[src/rtl/cla_bist.sv]
// Built-in self test for a 4-bit carry-lookahead adder: drives LFSR-generated operands,
// waits a programmable settle time, and checks {cout,s} against an internal 5-bit sum.
module cla_bist #(
    parameter int unsigned NVEC   = 16,
    parameter int unsigned SETTLE = 1,
    parameter logic [8:0]  SEED   = 9'h1A5
) (
    input  logic       clk,
    input  logic       rst_n,
    input  logic       start,
    output logic [3:0] a,
    output logic [3:0] b,
    output logic       cin,
    input  logic [3:0] s,
    input  logic       cout,
    output logic       busy,
    output logic       done,
    output logic       pass,
    output logic [7:0] err_cnt,
    output logic [7:0] first_fail
);

    // An all-zero LFSR would lock up, so a zero seed is replaced by 9'h001.
    localparam logic [8:0] SeedEff  = (SEED == 9'd0) ? 9'h001 : SEED;
    localparam logic [7:0] LastIdx  = 8'(NVEC - 1);
    localparam logic [3:0] WaitLast = (SETTLE == 0) ? 4'd0 : 4'(SETTLE - 1);
    localparam logic [7:0] NoFail   = 8'hFF;

    typedef enum logic [2:0] {
        StIdle,
        StDrive,
        StWait,
        StCheck,
        StDone
    } state_e;

    state_e     state_q, state_d;
    logic [8:0] lfsr_q, lfsr_d;
    logic [7:0] vec_idx_q, vec_idx_d;
    logic [3:0] wait_cnt_q, wait_cnt_d;
    logic [3:0] a_q, a_d;
    logic [3:0] b_q, b_d;
    logic       cin_q, cin_d;
    logic [7:0] err_cnt_q, err_cnt_d;
    logic [7:0] first_fail_q, first_fail_d;
    logic       pass_q, pass_d;

    logic [4:0] golden;
    logic       mismatch;
    logic       start_ok;

    assign golden   = {1'b0, a_q} + {1'b0, b_q} + {4'b0000, cin_q};
    assign mismatch = ({cout, s} != golden);
    assign start_ok = start && ((state_q == StIdle) || (state_q == StDone));

    // State register
    always_ff @(posedge clk or negedge rst_n) begin
        if (!rst_n) begin
            state_q <= StIdle;
        end else begin
            state_q <= state_d;
        end
    end

    // Next-state logic
    always_comb begin
        state_d = state_q;
        unique case (state_q)
            StIdle, StDone: begin
                if (start) begin
                    state_d = StDrive;
                end
            end
            StDrive: begin
                state_d = (SETTLE == 0) ? StCheck : StWait;
            end
            StWait: begin
                if (wait_cnt_q == WaitLast) begin
                    state_d = StCheck;
                end
            end
            StCheck: begin
                state_d = (vec_idx_q == LastIdx) ? StDone : StDrive;
            end
            default: state_d = StIdle;
        endcase
    end

    // Output decode
    always_comb begin
        busy = 1'b0;
        done = 1'b0;
        unique case (state_q)
            StDrive, StWait, StCheck: busy = 1'b1;
            StDone:                   done = 1'b1;
            default: begin
                busy = 1'b0;
                done = 1'b0;
            end
        endcase
    end

    // Datapath next-state
    always_comb begin
        lfsr_d       = lfsr_q;
        vec_idx_d    = vec_idx_q;
        wait_cnt_d   = wait_cnt_q;
        a_d          = a_q;
        b_d          = b_q;
        cin_d        = cin_q;
        err_cnt_d    = err_cnt_q;
        first_fail_d = first_fail_q;
        pass_d       = pass_q;

        if (start_ok) begin
            lfsr_d       = SeedEff;
            vec_idx_d    = 8'd0;
            err_cnt_d    = 8'd0;
            first_fail_d = NoFail;
            pass_d       = 1'b0;
        end

        unique case (state_q)
            StDrive: begin
                a_d        = lfsr_q[8:5];
                b_d        = lfsr_q[4:1];
                cin_d      = lfsr_q[0];
                wait_cnt_d = 4'd0;
            end
            StWait: begin
                wait_cnt_d = wait_cnt_q + 4'd1;
            end
            StCheck: begin
                if (mismatch) begin
                    if (err_cnt_q != 8'hFF) begin
                        err_cnt_d = err_cnt_q + 8'd1;
                    end
                    if (first_fail_q == NoFail) begin
                        first_fail_d = vec_idx_q;
                    end
                end
                // x^9 + x^5 + 1, shifting left
                lfsr_d    = {lfsr_q[7:0], lfsr_q[8] ^ lfsr_q[4]};
                vec_idx_d = vec_idx_q + 8'd1;
                if (vec_idx_q == LastIdx) begin
                    pass_d = (err_cnt_d == 8'd0);
                end
            end
            default: begin
                wait_cnt_d = wait_cnt_q;
            end
        endcase
    end

    always_ff @(posedge clk or negedge rst_n) begin
        if (!rst_n) begin
            lfsr_q       <= SeedEff;
            vec_idx_q    <= 8'd0;
            wait_cnt_q   <= 4'd0;
            a_q          <= 4'd0;
            b_q          <= 4'd0;
            cin_q        <= 1'b0;
            err_cnt_q    <= 8'd0;
            first_fail_q <= NoFail;
            pass_q       <= 1'b0;
        end else begin
            lfsr_q       <= lfsr_d;
            vec_idx_q    <= vec_idx_d;
            wait_cnt_q   <= wait_cnt_d;
            a_q          <= a_d;
            b_q          <= b_d;
            cin_q        <= cin_d;
            err_cnt_q    <= err_cnt_d;
            first_fail_q <= first_fail_d;
            pass_q       <= pass_d;
        end
    end

    assign a          = a_q;
    assign b          = b_q;
    assign cin        = cin_q;
    assign err_cnt    = err_cnt_q;
    assign first_fail = first_fail_q;
    assign pass       = pass_q;

endmodule

[config.mk]
export PLATFORM = sky130hd
export DESIGN_NAME = cla_bist
export DESIGN_NICKNAME = d
export VERILOG_FILES = /design/src/rtl/cla_bist.sv
export SDC_FILE = /design/constraint.sdc
export NUM_CORES = 1
export LEC_CHECK = 0
export ABC_AREA = 0
export CORE_ASPECT_RATIO = 2
export CORE_UTILIZATION = 55
export CTS_CLUSTER_DIAMETER = 120
export DETAILED_ROUTE_END_ITERATION = 8
export PLACE_DENSITY = 0.81
export SETUP_SLACK_MARGIN = 0.05
export SYNTH_ARGS = -nofsm -noshare
export SYNTH_HDL_FRONTEND = slang
export SYNTH_SLANG_ARGS = --single-unit
[constraint.sdc]
create_clock -name clk -period 8.08 [get_ports clk]
set_input_delay 1.212 -clock clk [delete_from_list [all_inputs] [get_ports clk]]
set_output_delay 1.212 -clock clk [all_outputs]
set_load 0.1 [all_outputs]
; ---- Word level (Yosys, flattened, before mapping)
; Cells that the tools add are included.
[word_totals]
mem_count = 0
elab_cells = 59
romBits = 0
regBits = 50
inputBits = 8
ram_bits = 0
latchBits = 0
[op_classes]
bitwise_logic = 1
n_reduce_logical = 10
shift = 0
mul = 0
magnitude_cmp = 0
mux = 23
div = 0
n_eq_ne = 10
n_addsub = 5
[op_table]
columns = op, count
row1 = 8-bit two-way mux, 11
row2 = 9-bit two-way mux, 2
row3 = 8-bit by 1-bit adder with 8-bit output (second input constant), 2
row4 = 3-bit case mux with 4 select lines, 1
row5 = 3-bit two-way mux, 3
row6 = 8-bit by 4-bit equality test with 1-bit output (second input constant), 1
row7 = 8-bit equality test (second input constant), 1
row8 = 8-bit logical NOT, 1
row9 = 8-bit inequality test (second input constant), 1
row10 = 4-bit case mux with 2 select lines, 1
row11 = 3-bit by 2-bit equality test with 1-bit output (second input constant), 2
row12 = 4-bit by 4-bit adder with 5-bit output, 1
row13 = 5-bit by 1-bit adder with 5-bit output, 1
row14 = 1-bit two-way mux, 5
row15 = 5-bit inequality test, 1
row16 = 4-bit by 1-bit adder with 4-bit output (second input constant), 1
row17 = 4-bit logical NOT, 1
row18 = 2-bit inequality test (second input constant), 2
row19 = 2-bit nonzero test, 2
row20 = 3-bit by 1-bit equality test with 1-bit output (second input constant), 1
row21 = 3-bit equality test (second input constant), 1
row22 = 3-bit logical NOT, 1
row23 = 3-bit OR reduction, 1
row24 = 2-bit AND reduction, 1
row25 = 4 further kinds, 4

; ---- Logic depth before layout (Yosys ltp)
; Gate-level depths: netlist of the first run.
[depth]
ltp_word = 10
ltp_mapped = 12
ltp_nobuf = 11

; ---- Worst setup path before layout of the first run
; OpenSTA, ideal clock, no wires.
[synth_timing]
path_kind = reg-to-reg
start = reg a_q[0], in the netlist a[0]
end = reg pass_q, in the netlist pass
arrival_time_ns = 3.478
stages_incl_launch_ff = 12
path_buffers = 0
period_less_slack_ns = 3.554
setup_ns = 0.077
required_ns = 8.003
setup_slack_ns = 4.526
cell_sequence = dfrtp_1 -> inv_1 -> fa_1 -> inv_1 -> fa_1 -> xnor2_1 -> nand2_1 -> or4_4 -> nor2_4 -> a21oi_2 -> or3b_1 -> o21ai_1
[synth_via]
elab_chain_len = 8
[synth_rtl]
columns = item, line_no
row1 = start: declaration, 41  ; logic [3:0] a_q, a_d;
row2 = start signal: assignment, 160  ; a_q <= 4'd0;
row3 = start signal: assignment, 170  ; a_q <= a_d;
row4 = 4-bit by 4-bit adder with 5-bit output, 52  ; assign golden = {1'b0, a_q} + {1'b0, b_q} + {4'b0000, cin_q};
row5 = 5-bit by 1-bit adder with 5-bit output, 52
row6 = 5-bit inequality test, 53  ; assign mismatch = ({cout, s} != golden);
row7 = 8-bit two-way mux, 134  ; if (mismatch) begin
row8 = 8-bit two-way mux, 123  ; unique case (state_q)
row9 = 8-bit logical NOT, 146  ; pass_d = (err_cnt_d == 8'd0);
row10 = 1-bit two-way mux, 145  ; if (vec_idx_q == LastIdx) begin
row11 = 1-bit two-way mux, 123
row12 = net pass_d, 46  ; logic pass_q, pass_d;
row13 = end signal: assignment, 175  ; pass_q <= pass_d;
row14 = end: declaration, 46
; The timed path passes the listed nets, and every way through them passes these cells. The select of a mux whose other input is x is not followed.
; A chain may end at the register's enable or synchronous reset.

; ---- Worst setup path in the final report of the first run
[layout_timing]
start = reg state_q[0]
end = out busy
[layout_via]
elab_chain_len = 3
elab_cells_between_ends = 5
cone_classes = eq/ne: 3 / mux: 1 / reduce/logical: 1
[layout_rtl]
columns = item, line_no
row1 = start: declaration, 37  ; state_e state_q, state_d;
row2 = start signal: assignment, 59  ; state_q <= StIdle;
row3 = start signal: assignment, 61  ; state_q <= state_d;
row4 = 3-bit by 1-bit equality test with 1-bit output or 3-bit by 2-bit equality test with 1-bit output (tied branches), 93  ; unique case (state_q)
row5 = 3-bit OR reduction (*), 93
row6 = 1-bit two-way mux (*), 93
row7 = end: declaration, 16  ; output logic busy,
; Every way passes the cells marked *; elsewhere a longest branch is shown, timed or not.

==> implementation parameters, run 1 <==
Parameter                              Value

Critical path
  Crit-path max FO ... 13
  Crit-path slowest cell ... sky130_fd_sc_hd__clkdlybuf4s50_1
  CP Cell Sequence ... nor2_1 > nor2_1 > clkdlybuf4s50_1
  WS Path Type ... register to output port
  Longest individual stage delay on the worst path ... around 1.2 ns
  RR Startpoint ... a[0]
  Most frequent cell on the critical path ... sky130_fd_sc_hd__nor2_1
  Type of destination of the critical path ... output port
  Endpoint arrival time on the critical path ... between 2 and 2.5 ns
  Worst setup path start ... state_q[0]
  Req. time, crit path ... slightly below 7 ns
  Sort of element at the start of the critical path ... register

Global routing
  Met1 GRT Util ... between 30% and 40%
  Global routing met2 resource utilization ... approximately half
  Antenna violations before repair ... 0
  All-layer global routing usage ... between 20% and 30%
  Via count of the first global-routing pass ... about 2100
  Overflow left after global routing ... 0
  Routing layer with the top usage in global route ... met2
  Pin count of the biggest net entering global routing ... 51
  Met3 track demand over resource ... between 2 and 2.5%
  Wire length of the first global-routing pass ... approximately 10000 µm

Synthesis
  Cell type contributing the most total cell area after synthesis ... sky130_fd_sc_hd__dfrtp_1
  Largest cells by area after synthesis ... sky130_fd_sc_hd__dfrtp_1 35%, sky130_fd_sc_hd__dfstp_2 13%, sky130_fd_sc_hd__o21ai_0 4.0%
  Area of the mapped netlist ... roughly 2600 µm²
  Number of distinct library cells after synthesis ... 47
  Flops & latches, synth ... 50
  Async set-reset flop share out of synthesis ... between 90% and 100%
  Synthesized instance count ... roughly 260
  Post-synthesis sequential area ratio ... between 40 and 50%
  Number of flops mapped to enable cells by yosys ... 0
  Number of warning messages in the yosys log ... 0
  Most used DFF post-synth ... sky130_fd_sc_hd__dfrtp_1
  Top-area cell type share of the netlist area ... a little over a third
  Mean instance size in the synthesized netlist ... 10.2 µm²
  Net count after synthesis ... approximately 280

CTS
  Reg clk slew, reported paths ... approximately 0.090 ns
  Clock latency of the later-clocked register in the worst-skew pair ... 0.30 ns
  PostCTS Resize Cnt ... 0
  Maximum number of buffers from clock root to sink ... 2
  Post-CTS setup buffer count ... 0
  Sinks on Clock Net ... 50
  CTS HTree Levels ... 2
  Clock tree from TritonCTS ... yes
  CTS Hold Bufs ... 0
  Cell at the root of the clock tree ... sky130_fd_sc_hd__clkbuf_8
  Number of buffers created by CTS ... 5

Timing
  Setup skew after layout ... about 0.0077 ns
  Crit path time final ... ~3.6 ns
  Setup repair after global routing missed its margin ... false
  Upper clock frequency limit ... approximately 280 MHz
  Max-slew violations ... 0
  Max_slew headroom ... about a third
  Total Negative Setup Slacks ... 0 ns
  Worst Max-Slew Pin Slew ... between 0.9 and 1 ns
  Number of setup violations in the final report ... 0
  Total count of hold-check failures in the final report ... 0
  Final worst path period share ... between 40 and 50%

Run status
  Status ... finished, final reports clean

Floorplanning
  Number of placement rows ... 35
  Die extent in x ... between 50 and 60 µm
  Die area ... 5070 µm²
  Initial Utilization ... a little under three fifths
  Die Span Y ... approximately 100 µm
  Number of top-level design ports ... 36
  Floorplan Core Area ... 4600 µm²

Routing
  Drt via density ... between 6 and 7
  Per-cell routed wire length ... roughly 17 µm
  Post-Route WL ... between 6000 and 7000 µm
  Vias post-DR ... between 2000 and 2500
  First-pass iteration count of the detailed router ... 4
  Number of design rule violations left after detail routing ... 0
  First DRT Iteration DRCs ... 53
  Post-route ant nets ... 0

Placed design
  DP HPWL ... 4470 µm
  Number of I/O port buffers ... 35
  Routability cong. ... 0.937

Finish
  Fraction of layout cells with a size suffix above 1 ... between 10% and 20%
  Antenna fix cells ... 0
  Area added between synthesis and finish ... 19.6%
  Layout net count ... 310

Hold path
  Startpoint of the tightest hold check path ... lfsr_q[0]
  Type of the most critical hold path ... register to register

Flow run
  Max Cap Violations ... 0
## synth_stat cells (all sizes together), types with 2 or more instances
cell,count
xor2,4
a21o,2
nand2,22
mux2,6
a311oi,2
a22o,5
a22oi,3
nand4,3
dfstp,13
o21ai,24
o22a,12
dfrtp,37
and3,7
a21oi,14
o22ai,2
buf,2
mux2i,7
xnor2,7
ha,7
fa,2
nand3b,2
or3,2
nor4,3
nor3,3
nand2b,4
nor2,18
inv,11
clkbuf,7
nand3,15
## cells by family (layout without fill, tap and decap cells)
family / Yosys count / count (layout) / share of synthesized area (%)
muxes: 13 / 13 / 5.25
buffers and inverters: 20 / 56 / 2.91
and+or+nand+nor: 85 / 85 / 17.0
adders and majority gates: 9 / 9 / 4.86
AOI/OAI and AO/OA: 70 / 70 / 17.7
xor gates and xnor gates: 11 / 11 / 3.96
DFF: 50 / 50 / 48.3
## worst paths after layout
check	slack, ns	cells after the start	to
setup / recovery	4.45	3	busy
hold / removal	0.52	2	lfsr_q[0]
setup reg to reg	4.85	11	pass
hold reg to reg	0.52	2	lfsr_q[0]
max in group asynchronous	6.66	2	b[1]
min in group asynchronous	1.00	2	vec_idx_q[0]
## final cells by class
cell class | count | area (µm²)
flip-flops and latches | 50 | 1270
fillers | 383 | 1460
well taps | 55 | 68.8
multi-input cells | 188 | 1280
clock inverters | 2 | 38.8
clock buffers | 6 | 82.6
inverters | 11 | 41.3
repair buffers | 37 | 360
## critical path, delay by kind of cell (launching register included)
kind | cells | cell delay [ns]
buf+inv | 1 | 1.17
simple gates | 2 | 0.34
flops | 1 | 0.61
## metrics by stage
| step | cell area (µm²) | worst slack (ns) | instances | util [%] | hold WS, ns |
|---|---|---|---|---|---|
| global placement | 3020 | 4.66 | 341 | 65.6 | 0.494 |
| global route | 3140 | 4.31 | 349 | 68.3 | 0.547 |
| detailed placement | 3020 | 4.57 | 341 | 65.6 | 0.509 |
| floorplan | 2620 | 4.53 | 258 | - | 0.469 |
| finish | 3140 | 4.45 | 349 | 68.3 | 0.520 |
| CTS | 3140 | 4.46 | 349 | 68.3 | 0.525 |
## cell usage in the layout (no fill, tap or decap), drive strengths merged, types with 7 or more instances in the layout
cell,n
ha,7
and3,7
nand3,15
clkdlybuf4s50,34
nand2,22
dfrtp,37
xnor2,7
nor2,18
o21ai,24
mux2i,7
inv,12
o22a,12
dfstp,13
a21oi,14
## layer usage
metal  wire (µm)  vias to the layer above
met5           0                        -
met4         221                        0
met3         132                       16
met2        3330                       55
met1        2360                     1032
li1            -                      999
## flip-flops by register name (all words and copies together), names as in the netlist
| register | count |
|---|---|
| wait_cnt_q | 4 |
| err_cnt | 8 |
| cin | 1 |
| pass | 1 |
| state_q | 3 |
| first_fail | 8 |
| b | 4 |
| vec_idx_q | 8 |
| lfsr_q | 9 |
| a | 4 |
Power of run 1 is not shown: default switching activity piles up to over one toggle a cycle in this logic, so the estimate is an artifact.
==> run 2, diff against run 1 <==
--- a/config.mk
+++ b/config.mk
@@ -7,10 +7,10 @@
 export LEC_CHECK = 0
 export ABC_AREA = 0
 export CORE_ASPECT_RATIO = 2
-export CORE_UTILIZATION = 55
+export CORE_UTILIZATION = 54
 export CTS_CLUSTER_DIAMETER = 120
 export DETAILED_ROUTE_END_ITERATION = 8
-export PLACE_DENSITY = 0.81
+export PLACE_DENSITY = 0.8
 export SETUP_SLACK_MARGIN = 0.05
 export SYNTH_ARGS = -nofsm -noshare
 export SYNTH_HDL_FRONTEND = slang
==> constraint.sdc (replaced) <==
create_clock -name clk -period 3.63 [get_ports clk]
set_input_delay 0.5445 -clock clk [delete_from_list [all_inputs] [get_ports clk]]
set_output_delay 0.5445 -clock clk [all_outputs]
set_load 0.1 [all_outputs]
==> implementation parameters, run 2 (same netlist as run 1, synthesis figures left out) <==
Parameter                              Value

Critical path
  RR Startpoint ... a[0]
  Endpoint arrival time on the critical path ... around 3.3 ns
  Type of destination of the critical path ... register
  Crit path max-delay family ... simple AND/OR/NAND/NOR gates
  CP Cell Sequence ... inv_1 > fa_1 > inv_1 > fa_1 > xnor2_1 > nand2_1 > nor4_4 > a21oi_1 > a311oi_1 > or3b_1 > o21ai_1
  Req. time, crit path ... approximately 3.9 ns
  Worst r2r dst ... pass
  Worst setup path start ... a[0]
  End of the critical path ... pass
  Critical path buffers and inverters ... 2
  Longest individual stage delay on the worst path ... between 0.4 and 0.5 ns
  Crit-path max FO ... 5
  Depth of the worst register-to-register path ... 11
  Crit-path slowest cell ... sky130_fd_sc_hd__fa_1
  Instance count on the critical path ... 11
  Setup slack of the most critical reg-to-reg path ... 0.57 ns
  Sort of element at the start of the critical path ... register
  WS Path Type ... register to register

Global routing
  Via count of the first global-routing pass ... just over 2000
  Antenna violations before repair ... 0
  All-layer global routing usage ... around a quarter
  Pin count of the biggest net entering global routing ... 47
  Overflow left after global routing ... 0
  Wire length of the first global-routing pass ... approximately 9900 µm

Flow run
  Max Cap Violations ... 0

Finish
  Max FFs per register ... 9
  Layout net count ... 311
  Post-layout instance count excluding filler cells ... 350
  Final cell area excluding filler cells ... approximately 3100 µm²
  Antenna fix cells ... 0
  Area added between synthesis and finish ... 19.4%
  Most common library cell in the layout ignoring fill and taps ... sky130_fd_sc_hd__dfrtp_1
  Fraction of layout cells with a size suffix above 1 ... between 10% and 20%
  Register ranked first by flip-flop count ... lfsr_q
  Top library cells by usage in the layout, fill and taps aside ... 37 x sky130_fd_sc_hd__dfrtp_1, 32 x sky130_fd_sc_hd__clkdlybuf4s50_1, 22 x sky130_fd_sc_hd__nand2_1

Routing
  Post-Route WL ... 5870 µm
  Number of design rule violations left after detail routing ... 0
  Vias post-DR ... 2129
  Post-route ant nets ... 0
  First DRT Iteration DRCs ... around 90
  Drt via density ... a little over 6
  First-pass iteration count of the detailed router ... 5
  Per-cell routed wire length ... about 17 µm

CTS
  Clock tree from TritonCTS ... yes
  Clock latency of the later-clocked register in the worst-skew pair ... ~0.30 ns
  Maximum number of buffers from clock root to sink ... 2
  Post-CTS setup buffer count ... 0
  CTS HTree Levels ... 2
  Reg clk slew, reported paths ... 0.09 ns
  PostCTS Resize Cnt ... 0
  CTS Hold Bufs ... 0
  Sinks on Clock Net ... 50
  Number of buffers created by CTS ... 5
  Cell at the root of the clock tree ... sky130_fd_sc_hd__clkbuf_8

Placed design
  Post-place instance area ... just over 3000 µm²
  DP HPWL ... approximately 4300 µm
  Number of I/O port buffers ... 35
  Routability cong. ... between 0.9 and 1
  Placed insts ... ~340

Timing
  Worst Max-Slew Pin Slew ... roughly 1.0 ns
  Crit path time final ... around 3 ns
  Total count of hold-check failures in the final report ... 0
  Max-slew violations ... 0
  Upper clock frequency limit ... roughly 330 MHz
  Max_slew headroom ... 32.1%
  Total Negative Setup Slacks ... 0 ns
  Final worst path period share ... 84.4%
  Setup repair after global routing missed its margin ... false
  Number of setup violations in the final report ... 0
  Setup skew after layout ... ~0.0055 ns

Floorplanning
  Die Span Y ... approximately 100 µm
  Die extent in x ... approximately 50 µm
  Floorplan Core Area ... roughly 4600 µm²
  Die area ... 5160 µm²
  Number of top-level design ports ... 36
  Initial Utilization ... a little under three fifths
  Number of placement rows ... 35

Run status
  Status ... finished, final reports clean

Hold path
  Type of the most critical hold path ... input port to asynchronous set/reset pin
==> run 2: cell types whose count changed in the layout (fill, tap and decap cells not counted), sizes merged <==
cell / change
clkdlybuf4s50: -2
buf: +3
inv: -1
clkinv: +1
==> run 2: worst min path at each step <==
stage	startpoint	endpoint	slack (ns)
finish	rst_n	vec_idx_q[3]	0.41
global route	rst_n	vec_idx_q[0]	0.48
CTS	rst_n	a[1]	0.44
detailed placement	lfsr_q[1]	b[0]	0.50
global placement	vec_idx_q[7]	vec_idx_q[7]	0.50
floorplan	rst_n	a[0]	0.25
==> run 2: worst register-to-register path: stages, from the launching register on <==
cell	delay (ns)
sky130_fd_sc_hd__dfrtp_1	0.35
sky130_fd_sc_hd__inv_1	0.07
sky130_fd_sc_hd__fa_1	0.43
sky130_fd_sc_hd__inv_1	0.09
sky130_fd_sc_hd__fa_1	0.42
sky130_fd_sc_hd__xnor2_1	0.17
sky130_fd_sc_hd__nand2_1	0.11
sky130_fd_sc_hd__nor4_4	0.38
sky130_fd_sc_hd__a21oi_1	0.12
sky130_fd_sc_hd__a311oi_1	0.33
sky130_fd_sc_hd__or3b_1	0.39
sky130_fd_sc_hd__o21ai_1	0.14
==> run 2: area by class of cell <==
type | instances | area, µm²
fill | 385 | 1510
clock buffer | 6 | 72.6
clock inverter | 2 | 38.8
sequential | 50 | 1270
timing repair buffer | 38 | 363
inverter | 11 | 41.3
tap | 55 | 68.8
multi-input combinational | 188 | 1280
==> run 2: per-stage QoR <==
step / hold slack, ns / worst slack [ns] / utilization [%]
floorplan: 0.249 / 0.0756 / -
global placement: 0.503 / 0.692 / 65.1
detailed placement: 0.502 / 0.586 / 65.1
CTS: 0.436 / 0.568 / 67.5
global route: 0.476 / 0.362 / 67.5
finish: 0.410 / 0.566 / 67.5
==> run 2: routing by layer <==
metal	wire length, µm	track usage, %
met1	2210	29.8
met2	3220	46.7
met3	269	3.62
met4	165	9.15
met5	0	0
Power of run 2 is left out for the same reason.
==> variant 1, RTL diff (config.mk and constraints of run 2) <==
Encoding of `state_e`: now one-hot (5 bits for 5 states).
--- a/src/rtl/cla_bist.sv
+++ b/src/rtl/cla_bist.sv
@@ -26,12 +26,12 @@
     localparam logic [3:0] WaitLast = (SETTLE == 0) ? 4'd0 : 4'(SETTLE - 1);
     localparam logic [7:0] NoFail   = 8'hFF;
 
-    typedef enum logic [2:0] {
-        StIdle,
-        StDrive,
-        StWait,
-        StCheck,
-        StDone
+    typedef enum logic [4:0] {
+        StIdle  = 5'b00001,
+        StDrive = 5'b00010,
+        StWait  = 5'b00100,
+        StCheck = 5'b01000,
+        StDone  = 5'b10000
     } state_e;
 
     state_e     state_q, state_d;
Formal check against the unedited RTL: no difference found for any inputs over 10 cycles, from zero or initial values and one cycle with rst_n low; not proved beyond that.
==> variant 1 against run 2 <==
Clock skew barely moved. Critical endpoint unchanged. Final area rose by 4.7%. Sequential cell count rose by 2. Maximum frequency rose by 4.2%. Area after synthesis rose by 5.4%. Core utilization fell by 0.67 points. Non-clock buffer count rose by 1. Setup slack improved by 0.12 ns. Routed wire length rose by 10%. First-iteration DRC count fell by 55%.
==> variant 1: results (changes against run 2) <==
[setup_path]
ff2ff_path_depth=10  ; -1
worst-r2r-setup-slack_ns=0.69  ; +0.12 ns
cp_top_family=adder cells
cp_data_arrival_time_ns=3.14  ; -0.16 ns
cp_slowest_cell=fa_1
critPathMaxFanout=4  ; -1

[place]
gp_congestion=0.945  ; +1.6%
placed_area_mm2=0.00316  ; +4.8%
hpwlAfterDp_um=4840  ; +13%

[synth]
synth_nets=304  ; +11%
synth_commonest_cells=38 x dfrtp_1, 34 x o21ai_0, 32 x nand2_1, 22 x nor2_1, 14 x dfstp_2
synthTopCellsByArea=dfrtp_1 34%, dfstp_2 13%, o21ai_0 6.2%
async_reset_ff_frac=1.00  ; unchanged
synth_cell_types=50  ; +6.4%
yosysSeqAreaShare=0.477  ; -0.00615

[timing]
fin_worst_skew_ns=0.00547  ; -0.0000560 ns
worstMarginPinSlew_ns=1.01  ; -0.00641 ns
slew_viol_final=0  ; unchanged
fin_tns_setup_ns=0  ; unchanged

[drt]
drt_pass1_iterations=4  ; -1
post_drt_wl_per_cell_um=17.0  ; +1.4%
drt_iter0_markers=40  ; -55%
viasPerCell=6.14  ; +1.0%

[run_status]
status=complete, no violations

[final_layout]
fill_cells=404  ; +4.9%
layout-drive-gt1-share=0.145  ; +0.00947
nets=340  ; +9.3%
antenna_cells=0  ; unchanged

[global_routing]
grt_pass1_wl_um=10400  ; +5.2%
grt_max_degree=32  ; -32%
grt_pass1_vias=2295  ; +14%
grt_use_total=0.263  ; +0.00596

[power]
ir_worst_vdd_mv=0.864

[variant 1: final cells by class]
type,count,share of cell area
clock buffers,5,0.0210
repair buffers,39,0.113
well taps,57,0.0217
inverters,12,0.0137
flip-flops and latches,52,0.402
clock inverters,3,0.0141
multi-input cells,213,0.414
[variant 1: worst max path at each step]
| stage | to |
|---|---|
| after floorplan | pass |
| after global placement | pass |
| after detailed placement | pass |
| after CTS | pass |
| after global routing | pass |
| final | pass |
[variant 1: power by group]
| group | switching [mW] | internal (mW) | total [mW] |
|---|---|---|---|
| registers | 0.170 | 0.778 | 0.948 |
| clock network | 0.201 | 0.208 | 0.409 |
| logic | 1.32 | 0.582 | 1.90 |
[variant 1: cell families (layout without fill, tap and decap cells)]
kind of cell / after synthesis / after routing / synth area share
adder cells (fa/ha/maj): 9 / 9 / 0.0462
AO/OA/AOI/OAI: 76 / 76 / 0.171
XOR/XNOR: 8 / 8 / 0.0253
buffers and inverters: 22 / 59 / 0.0339
flip-flops: 52 / 52 / 0.477
AND/OR/NAND/NOR: 107 / 107 / 0.195
multiplexers: 13 / 13 / 0.0516
[variant 1: per-stage QoR]
stage	total power, mW	util	cells	setup WS [ns]	hold slack, ns
after global routing	3.43	0.668	381	0.496	0.203
final	3.26	0.668	381	0.690	0.171
after global placement	2.81	0.644	373	0.812	0.492
after detailed placement	2.86	0.644	373	0.718	0.499
after CTS	3.28	0.668	381	0.703	0.177
after floorplan	2.42	-	287	0.195	0.249
[variant 1: metal layers]
| metal | wire length [um] | track usage | vias to the layer above |
|---|---|---|---|
| met5 | 0 | 0 | - |
| met4 | 149 | 0.138 | 0 |
| met3 | 184 | 0.0424 | 14 |
| met2 | 3730 | 0.476 | 57 |
| met1 | 2420 | 0.280 | 1175 |
| li1 | - | - | 1095 |
==> variant 2, RTL diff (flow settings as in run 2) <==
Without the edit above. `NVEC`: 16 -> 8.
--- a/src/rtl/cla_bist.sv
+++ b/src/rtl/cla_bist.sv
@@ -1,7 +1,7 @@
 // Built-in self test for a 4-bit carry-lookahead adder: drives LFSR-generated operands,
 // waits a programmable settle time, and checks {cout,s} against an internal 5-bit sum.
 module cla_bist #(
-    parameter int unsigned NVEC   = 16,
+    parameter int unsigned NVEC   = 8,
     parameter int unsigned SETTLE = 1,
     parameter logic [8:0]  SEED   = 9'h1A5
 ) (
Formal check against the unedited RTL: no difference found for any inputs over 10 cycles, from zero or initial values and one cycle with rst_n low; that may be too few to reach the edited logic, so the function may still have changed.
==> variant 2 against run 2 <==
Via count is 0.94% lower. Routed wire length is 6.5% higher. Sequential cell count is the same. Non-clock buffer count did not move. Critical endpoint unchanged. Maximum frequency is 1.0% higher. Setup slack better by 0.031 ns. Largest cell class is now sequential cells. Cell count down 1.4%. Area after synthesis is 1.0% lower. Final area decreased by 1.1%. Highest routed layer unchanged.
Power is left out: the tool's default activity adds up to more than one toggle a clock period on the data nets, which glitch-free logic cannot reach.
==> variant 2: results (changes against run 2) <==
[run_status]
status=complete, no violations

[final_layout]
top_register=lfsr_q
largest_reg_flops=9  ; unchanged
layout-drive-gt1-share=0.155  ; +0.0196
antenna_cells=0  ; unchanged
final_util=0.674  ; -0.000922
fill_cells=388  ; +0.78%
nets=306  ; -1.6%

[timing]
worstMarginPinSlew_ns=0.985  ; -0.0298 ns
hold_slack_ns=0.172  ; -0.238 ns
fin_worst_skew_ns=0.00438  ; -0.00115 ns
slew_viol_final=0  ; unchanged
fin_crit_ns=3.03  ; -0.0315 ns

[global_routing]
use_met1=0.300  ; +0.00221
grt_max_degree=32  ; -32%
grt_use_total=0.274  ; +0.0168
grt_pass1_wl_um=10300  ; +4.5%
grt.met3_usage=0.0273  ; -0.00893
met2_usage=0.518  ; +0.0516
grt_pass1_vias=2111  ; +4.8%

[setup_path]
critPathMaxStageDelay_ns=0.46  ; +0.03 ns
critPathMaxFanout=8  ; +3
cp_data_arrival_time_ns=3.26  ; -0.04 ns
cp_top_family=adder cells
worst-r2r-setup-slack_ns=0.60  ; +0.03 ns

[synth]
synth_fa_ha_area_frac=0.0492  ; +0.000516
yosys.area_share.xor_xnor=0.0376  ; -0.00199
synthTopCellsByArea=dfrtp_1 36%, dfstp_2 13%, o21ai_0 4.4%
synth_commonest_cells=37 x dfrtp_1, 23 x o21ai_0, 18 x nand2_1, 16 x nor2_1, 13 x dfstp_2
postSynthCellCount=251  ; -2.7%
yosysSeqAreaShare=0.488  ; +0.00512
synth_nets=268  ; -2.5%
synth_cell_types=48  ; +2.1%
synthMuxAreaShare=0.0376  ; -0.0149
synth_compound_area_frac=0.189  ; +0.0120

[drt]
wl_met1_um=2310  ; +4.3%
drt_pass1_iterations=4  ; -1
met2_length_um=3710  ; +15%
wl_met3_um=123  ; -54%
drt_iter0_markers=32  ; -64%
viasPerCell=6.11  ; +0.50%
post_drt_wl_per_cell_um=18.1  ; +8.1%

[place]
port_buffers=35  ; unchanged
hpwlAfterDp_um=4690  ; +9.8%
placed_area_mm2=0.00300  ; -0.66%
gp_congestion=0.942  ; +1.2%
dp.cells=337  ; -1.5%
place_ws_ns=0.629  ; +0.0431 ns

[cts]
h-tree-depth=2  ; unchanged

-- variant 2: cell types whose count changed after synthesis, sizes merged, moves of 3 or more --
cell / change
a21oi: -3
a31oi: +4
mux2i: -4
nand4: +3
-- variant 2: cell type report --
| class | instances | share of cell area |
|---|---|---|
| timing repair buffer | 38 | 0.117 |
| sequential | 50 | 0.409 |
| clock inverter | 3 | 0.00929 |
| tap | 55 | 0.0222 |
| multi-input combinational | 182 | 0.405 |
| clock buffer | 5 | 0.0222 |
| inverter | 12 | 0.0145 |
-- variant 2: final timing paths --
check,depth (start not counted),endpoint,startpoint
setup reg to reg,11,pass,a[0]
hold reg to reg,2,lfsr_q[0],lfsr_q[0]
min in group clk,2,lfsr_q[0],lfsr_q[0]
setup / recovery,11,pass,a[0]
max in group asynchronous,2,first_fail[1],rst_n
hold / removal,1,err_cnt[4],rst_n
